<file path="src/rtl/booth_radix4_ctrl.sv">
// booth_radix4_ctrl
// Sequencer and Booth-recoding stage for an 8-bit signed radix-4 multiplier.
// It drives a shift-by-2 partial-product accumulator that sits downstream.
//
// Ports:
//   clk      : clock, all state updates on the rising edge
//   rst      : asynchronous reset, active low
//   start    : multiply request, sampled only while idle
//   mcand    : signed multiplicand, latched when start is accepted
//   mplier   : signed multiplier, latched when start is accepted
//   acc_res  : 16-bit result from the accumulator
//   md       : 9-bit recoded partial-product operand (combinational from state)
//   cla_sub  : +1 carry-in that completes a negative digit (combinational)
//   load     : accumulator clear, high for the CLEAR cycle (combinational)
//   busy     : high while a multiply is in flight
//   done     : one-cycle pulse, product valid
//   product  : signed product, held until the next capture
module booth_radix4_ctrl (
   input  logic                    clk,
   input  logic                    rst,
   input  logic                    start,
   input  logic [7:0]              mcand,
   input  logic [7:0]              mplier,
   input  logic [15:0]             acc_res,
   output logic [8:0]              md,
   output logic                    cla_sub,
   output logic                    load,
   output logic                    busy,
   output logic                    done,
   output logic [15:0]             product
);

   localparam int unsigned OP_W   = 8;
   localparam int unsigned MD_W   = OP_W + 1;
   localparam int unsigned RES_W  = 2 * OP_W;
   localparam int unsigned CNT_W  = 2;

   typedef enum logic [1:0] {
      S_IDLE    = 2'd0,
      S_CLEAR   = 2'd1,
      S_ADD     = 2'd2,
      S_CAPTURE = 2'd3
   } state_t;

   state_t             state_q, state_d;
   logic [CNT_W-1:0]   cnt_q, cnt_d;
   logic [OP_W-1:0]    m_q, m_d;
   logic [MD_W-1:0]    q_q, q_d;      // {mplier, 1'b0}: bit 0 is Booth bit -1
   logic [RES_W-1:0]   product_q, product_d;
   logic               done_q, done_d;
   logic               busy_q, busy_d;

   logic [2:0]         triplet;
   logic [MD_W-1:0]    mx;
   logic [MD_W-1:0]    m2;

   // State and datapath registers
   always_ff @(posedge clk or negedge rst) begin
      if (!rst) begin
         state_q   <= S_IDLE;
         cnt_q     <= '0;
         m_q       <= '0;
         q_q       <= '0;
         product_q <= '0;
         done_q    <= 1'b0;
         busy_q    <= 1'b0;
      end else begin
         state_q   <= state_d;
         cnt_q     <= cnt_d;
         m_q       <= m_d;
         q_q       <= q_d;
         product_q <= product_d;
         done_q    <= done_d;
         busy_q    <= busy_d;
      end
   end

   // Next-state logic; operands are only captured on acceptance in IDLE
   always_comb begin
      state_d   = state_q;
      cnt_d     = cnt_q;
      m_d       = m_q;
      q_d       = q_q;
      product_d = product_q;
      done_d    = 1'b0;

      unique case (state_q)
         S_IDLE: begin
            if (start) begin
               m_d     = mcand;
               q_d     = {mplier, 1'b0};
               state_d = S_CLEAR;
            end
         end
         S_CLEAR: begin
            cnt_d   = '0;
            state_d = S_ADD;
         end
         S_ADD: begin
            cnt_d = cnt_q + CNT_W'(1);
            if (cnt_q == CNT_W'(3)) begin
               state_d = S_CAPTURE;
            end
         end
         S_CAPTURE: begin
            product_d = acc_res;
            done_d    = 1'b1;
            state_d   = S_IDLE;
         end
         default: state_d = S_IDLE;
      endcase

      busy_d = (state_d != S_IDLE);
   end

   // Overlapping Booth triplet for the current digit
   always_comb begin
      triplet = 3'b000;
      unique case (cnt_q)
         2'd0: triplet = q_q[2:0];
         2'd1: triplet = q_q[4:2];
         2'd2: triplet = q_q[6:4];
         2'd3: triplet = q_q[8:6];
         default: triplet = 3'b000;
      endcase
   end

   assign mx = {m_q[OP_W-1], m_q};
   assign m2 = {m_q, 1'b0};

   // Accumulator controls decode from registered state only; negative digits
   // are ones' complement with cla_sub supplying the +1
   always_comb begin
      md      = '0;
      cla_sub = 1'b0;
      load    = 1'b0;
      if (state_q == S_CLEAR) begin
         load = 1'b1;
      end else if (state_q == S_ADD) begin
         unique case (triplet)
            3'b001, 3'b010: md = mx;
            3'b011:         md = m2;
            3'b100: begin
               md      = ~m2;
               cla_sub = 1'b1;
            end
            3'b101, 3'b110: begin
               md      = ~mx;
               cla_sub = 1'b1;
            end
            default: md = '0;
         endcase
      end
   end

   assign busy    = busy_q;
   assign done    = done_q;
   assign product = product_q;

endmodule

</file>
<file path="config.mk">
export PLATFORM = sky130hd
export DESIGN_NAME = booth_radix4_ctrl
export DESIGN_NICKNAME = d
export VERILOG_FILES = /design/src/rtl/booth_radix4_ctrl.sv
export SDC_FILE = /design/constraint.sdc
export NUM_CORES = 1
export LEC_CHECK = 0
export CAP_MARGIN = 20
export CORE_MARGIN = 5
export CORE_UTILIZATION = 40
export DETAILED_ROUTE_END_ITERATION = 6
export PLACE_DENSITY = 0.78
export SLEW_MARGIN = 20
export SYNTH_ARGS = -nofsm -noshare
export SYNTH_HDL_FRONTEND = slang
export SYNTH_SLANG_ARGS = --single-unit
</file>
<file path="constraint.sdc">
create_clock -name clk -period 3.4 [get_ports clk]
set_input_delay 1.02 -clock clk [delete_from_list [all_inputs] [get_ports clk]]
set_output_delay 1.02 -clock clk [all_outputs]
set_load 0.02 [all_outputs]
</file>
**Yosys cells after proc, flatten, opt, wreduce, memory -nomap -nowiden**

Index checks and enable logic that the tools add are counted.

- Reductions and logical operators: 8
- Bitwise gates (word level): 2
- Muxes and demuxes: 13
- Equal/unequal tests: 12
- Add/subtract/negate cells: 1

Operator list:

| cell | number |
|---|---|
| 9-bit case mux with 4 select lines | 1 |
| 9-bit 2-to-1 mux | 2 |
| 9-bit NOT | 2 |
| 3-bit case mux with 4 select lines | 1 |
| 3-bit equality test, second input constant | 3 |
| 2-bit equality test, second input constant | 4 |
| 2-bit case mux with 4 select lines | 1 |
| 3-bit by 2-bit equality test with 1-bit output, second input constant | 2 |
| 1-bit 2-to-1 mux | 5 |
| 2-bit by 1-bit equality test with 1-bit output, second input constant | 2 |
| 2-bit zero test | 2 |
| 2-bit 2-to-1 mux | 2 |
| 2-bit case mux with 2 select lines | 1 |
| 2-bit nonzero test | 2 |
| 2-bit OR reduction | 2 |
| 3-bit by 1-bit equality test with 1-bit output, second input constant | 1 |
| 3-bit OR reduction | 1 |
| 2-bit by 1-bit adder with 2-bit output, second input constant | 1 |
| 2-bit AND reduction | 1 |

- Bits in registers: 38
- Word-level logic and storage cells: 43
- Input bits: 35

**Depth between registers and ports, before layout**

- Depth in word-level cells: 7
- Mapped depth: 8
- Gate-level depth less buffers: 7

**Worst setup path before layout**

OpenSTA, ideal clock, no wires.

- Path type: register -> output
- Start point: register cnt_q[0]
- End point: output port md[0]
- Slack: 396 ps
- Data arrival time: 1984 ps
- Stages on the path, launching flop included: 9
- Path buffers: 1
- Path through: dfrtp_1 > inv_1 > ha_1 > a222oi_1 > a31o_1 > buf_6 > nor2_1 > xnor2_1 > nor3_1

- Cells in the longest elaborated chain, start to end: 7
- Elaborated cells between the ends (all ways): 16

RTL lines:

| item | line | source |
|---|---|---|
| start: declaration | 46 | `logic [CNT_W-1:0] cnt_q, cnt_d;` |
| start signal: assignment | 69 | `cnt_q <= cnt_d;` |
| 2-bit equality test, or another cell as far along | 119 | `unique case (cnt_q)` |
| 3-bit case mux with 4 select lines (*) | 119 |  |
| 3-bit equality test, or another cell as far along | 140 | `unique case (triplet)` |
| 2-bit OR reduction | 140 |  |
| 9-bit case mux with 4 select lines (*) | 140 |  |
| 9-bit 2-to-1 mux (*) | 139 | `end else if (state_q == S_ADD) begin` |
| 9-bit 2-to-1 mux (*) | 137 | `if (state_q == S_CLEAR) begin` |
| end: declaration | 25 | `output logic [8:0] md,` |

Every way passes the cells marked *; elsewhere a longest branch is shown, timed or not.

**Worst setup path after layout**

- Start point: register cnt_q[0]
- End point: output port md[1]

Same word-level chain as after synthesis.

==> summary.txt <==
Place
  – Hpwl dp: 3055 µm
  – PortBufs: 63
  – Post-Place Cells: 268
  – Placed cell area: 2660 µm²
  – Gpl congestion: 0.7973
  – Pre-CTS setup slack: -0.02854 ns

Route
  – Drt drc: 0
  – Via density: 5.198
  – DRT Pass-1 Iters: 4
  – Final ANT Viol Nets: 0
  – Drt first-iter violations: 63
  – Wirelength, routed: 4262 µm
  – Vias: 1445
  – Per-cell routed wire length: 15.33 µm

Power
  – Post-route total power: 3.131 mW
  – Max VDD drop: 520.1 µV
  – Leak Pwr: 1.221 nW
  – PwrDens: 1100 nW/µm²

Floorplan
  – Initial Util: 40.75%
  – Core area: 4661 µm²
  – Die X-Extent: 78.91 µm
  – Die area: 6226 µm²
  – Rows: 25
  – DIE HEIGHT: 78.91 µm
  – IO Count: 64

Critical path
  – Worst r2r path cells: 4
  – FF-to-FF End: q_q[6]$_DFFE_PN0P_
  – Critical Path AT: 2.35 ns
  – Worst reg2reg startpoint: state_q[0]$_DFF_PN0_
  – Type of origin of the critical path: register
  – Crit Path Category: reg -> out
  – FF-to-FF setup slack: 1.69 ns
  – Worst setup EP type: output port
  – CP Max Fanout: 5
  – Worst endpoint required time: 2.38 ns

CTS
  – Num CTS Buffers: 5
  – Clock Pin Slew Worst Setup and Hold Paths: 0.08 ns
  – CTS HTree Levels: 2
  – Clock root cell: clkbuf_8
  – TritonCTS clock tree: done
  – Max clock buf depth: 2
  – Post-CTS Hold Buffers: 0
  – CTS sink count: 38
  – Worst-skew pair later-pin latency: 0.29 ns

Timing
  – Unrepaired setup endpoints after global routing: true
  – Minimum clock period after layout: 3.365 ns
  – Final setup TNS: 0 ns
  – Slew @ Worst Pin: 0.8336 ns
  – Clock Skew: 0.006954 ns
  – Final setup vio count: 0
  – Max Transition Viols Final: 0
  – Setup ws final: 0.03493 ns
  – Final Hold Fails: 0
  – Peak Freq: 0.2972 GHz
  – Tcrit/Tclk final: 98.97%
  – Max-Slew Margin vs Limit: 44.42%

Finish
  – Layout cell share with drive strength beyond 1: 39.73%
  – Ant. Diodes: 0
  – Fin cells: 278
  – Final Cell Area: 2846 µm²
  – Layout overhead on the synthesized area: 49.87%
  – Nets: 267

Logic synthesis
  – Post-Syn Area: 1899 µm²
  – Unique masters post-synth: 28
  – EDFF count, synth: 0
  – Predominant post-synthesis flop cell: dfrtp_1
  – Flops & latches, synth: 38
  – Syn Inst Count: 143
  – Largest cells by area after synthesis: dfrtp_1 50%, mux2_2 19%, ha_1 5.9%, xnor2_2 5.1%, a32o_1 3.7%
  – Seq/Total Area, Yosys: 50.07%
  – Post-synth ARST share: 100.0%
  – Mean post-synth cell area: 13.28 µm²
  – Yosys warnings: 0
  – Syn Nets: 187
  – Synth top area share: 50.07%
  – Cell taking the most area after synthesis: dfrtp_1

Flow run
  – Number of max-cap violations: 0

Hold path
  – Worst hold path stage count: 1
  – Worst Hold Class: reg -> reg
  – Hold Path End: product[13]$_DFFE_PN0P_
  – Hold wc startpoint: product[13]$_DFFE_PN0P_

Status
  – Status: completed

Global routing
  – Initial antenna violation count: 0
  – First-pass GRT wire length: 6865 µm
  – Number of global-route vias before repair: 1530
  – Grt total ovfl: 0
  – Gr usage total: 13.96%
  – Largest net degree at the start of global routing: 39
cells in the mapped netlist (2+ instances only):
library cell  number
o22ai_1            7
nor2_1             5
a222oi_1           3
nand3_1            2
nor2b_1            3
a32o_1             7
ha_1               9
o21ai_0            2
nor3_1             3
buf_1              2
buf_6              2
xnor2_2            6
dfrtp_1           38
mux2_2            32
xnor2_1            2
inv_1              7
clkbuf_1           2
state kept, by name, summed over array words and instances, names as in the netlist:
signal   cells
product     16
done         1
q_q          8
busy         1
state_q      2
cnt_q        2
m_q          8
placed cells by master, fill, tap and decap left out, types with 3 or more instances in the layout:
cell,netlist,routed
clkbuf_8,0,5
clkdlybuf4s50_1,0,52
xnor2_2,6,6
o22ai_1,7,6
buf_2,0,5
inv_1,7,5
a222oi_1,3,3
buf_6,2,5
mux2_2,32,32
dfrtp_1,38,36
buf_4,0,14
nor2b_1,3,3
nor2_1,5,5
nor3_1,3,3
a32o_1,7,5
ha_1,9,5
power by group:
part / switching (mW) / total [mW] / internal, mW
clock: 0.155 / 0.374 / 0.219
combinational: 0.859 / 1.89 / 1.03
sequential: 0.183 / 0.864 / 0.680
total: 1.20 / 3.13 / 1.93
metrics by stage:
stage | hold slack (ns) | utilization (%)
after CTS | 0.5129 | 59.92
after detailed placement | 0.4963 | 57.07
after global placement | 0.4884 | 57.07
after global routing | 0.5329 | 61.07
final | 0.5064 | 61.07
after floorplan | 0.4790 | -
cells by family after synthesis:
| group | share of synthesized area, % |
|---|---|
| multiplexers | 19.50 |
| flip-flops | 50.07 |
| AO/OA/AOI/OAI | 9.618 |
| adder cells (fa/ha/maj) | 5.929 |
| buffers and inverters | 3.360 |
| XOR/XNOR | 6.061 |
| AND/OR/NAND/NOR | 5.468 |
how the worst max path moves through the flow:
stage                               from    end  cells past startpoint
CTS                 cnt_q[1]$_DFFE_PN0P_  md[1]                     10
global route        cnt_q[1]$_DFFE_PN0P_  md[1]                     10
global placement    cnt_q[1]$_DFFE_PN0P_  md[7]                      9
finish              cnt_q[0]$_DFFE_PN0P_  md[1]                     11
floorplan           cnt_q[0]$_DFFE_PN0P_  md[0]                      8
detailed placement  cnt_q[0]$_DFFE_PN0P_  md[4]                     10
repair_timing:
item,in CTS,in global routing
setup buffers,1,1
setup endpoints to repair,10,10
gates resized for setup,30,34
pin swaps,3,8
critical path, cell delays in order, from the launching register on:
cell and delay [ns]:
dfrtp_2 0.44, inv_2 0.06, buf_4 0.14, ha_2 0.20, nor2b_1 0.14, a21oi_2 0.23, buf_6 0.18, buf_12 0.11
xnor2_4 0.10, o22ai_2 0.08, a32o_2 0.23, buf_6 0.13
layout make-up:
class	instances	area, µm²
fill	386	1814
clock buffer	6	72.57
clock inverter	2	37.54
multi-input combinational	92	947.2
inverter	7	26.28
tap	54	67.56
timing repair buffer	79	742.0
sequential	38	953.4
per-layer routing:
metal	vias to the layer above	track usage, %	part of all wire [%]
li1	681	-	-
met1	703	16.16	41
met2	57	23.43	48
met3	4	6.463	10
met4	0	3.608	0.82
met5	-	0	0
No activity file was read; power rests on OpenSTA's default activity.
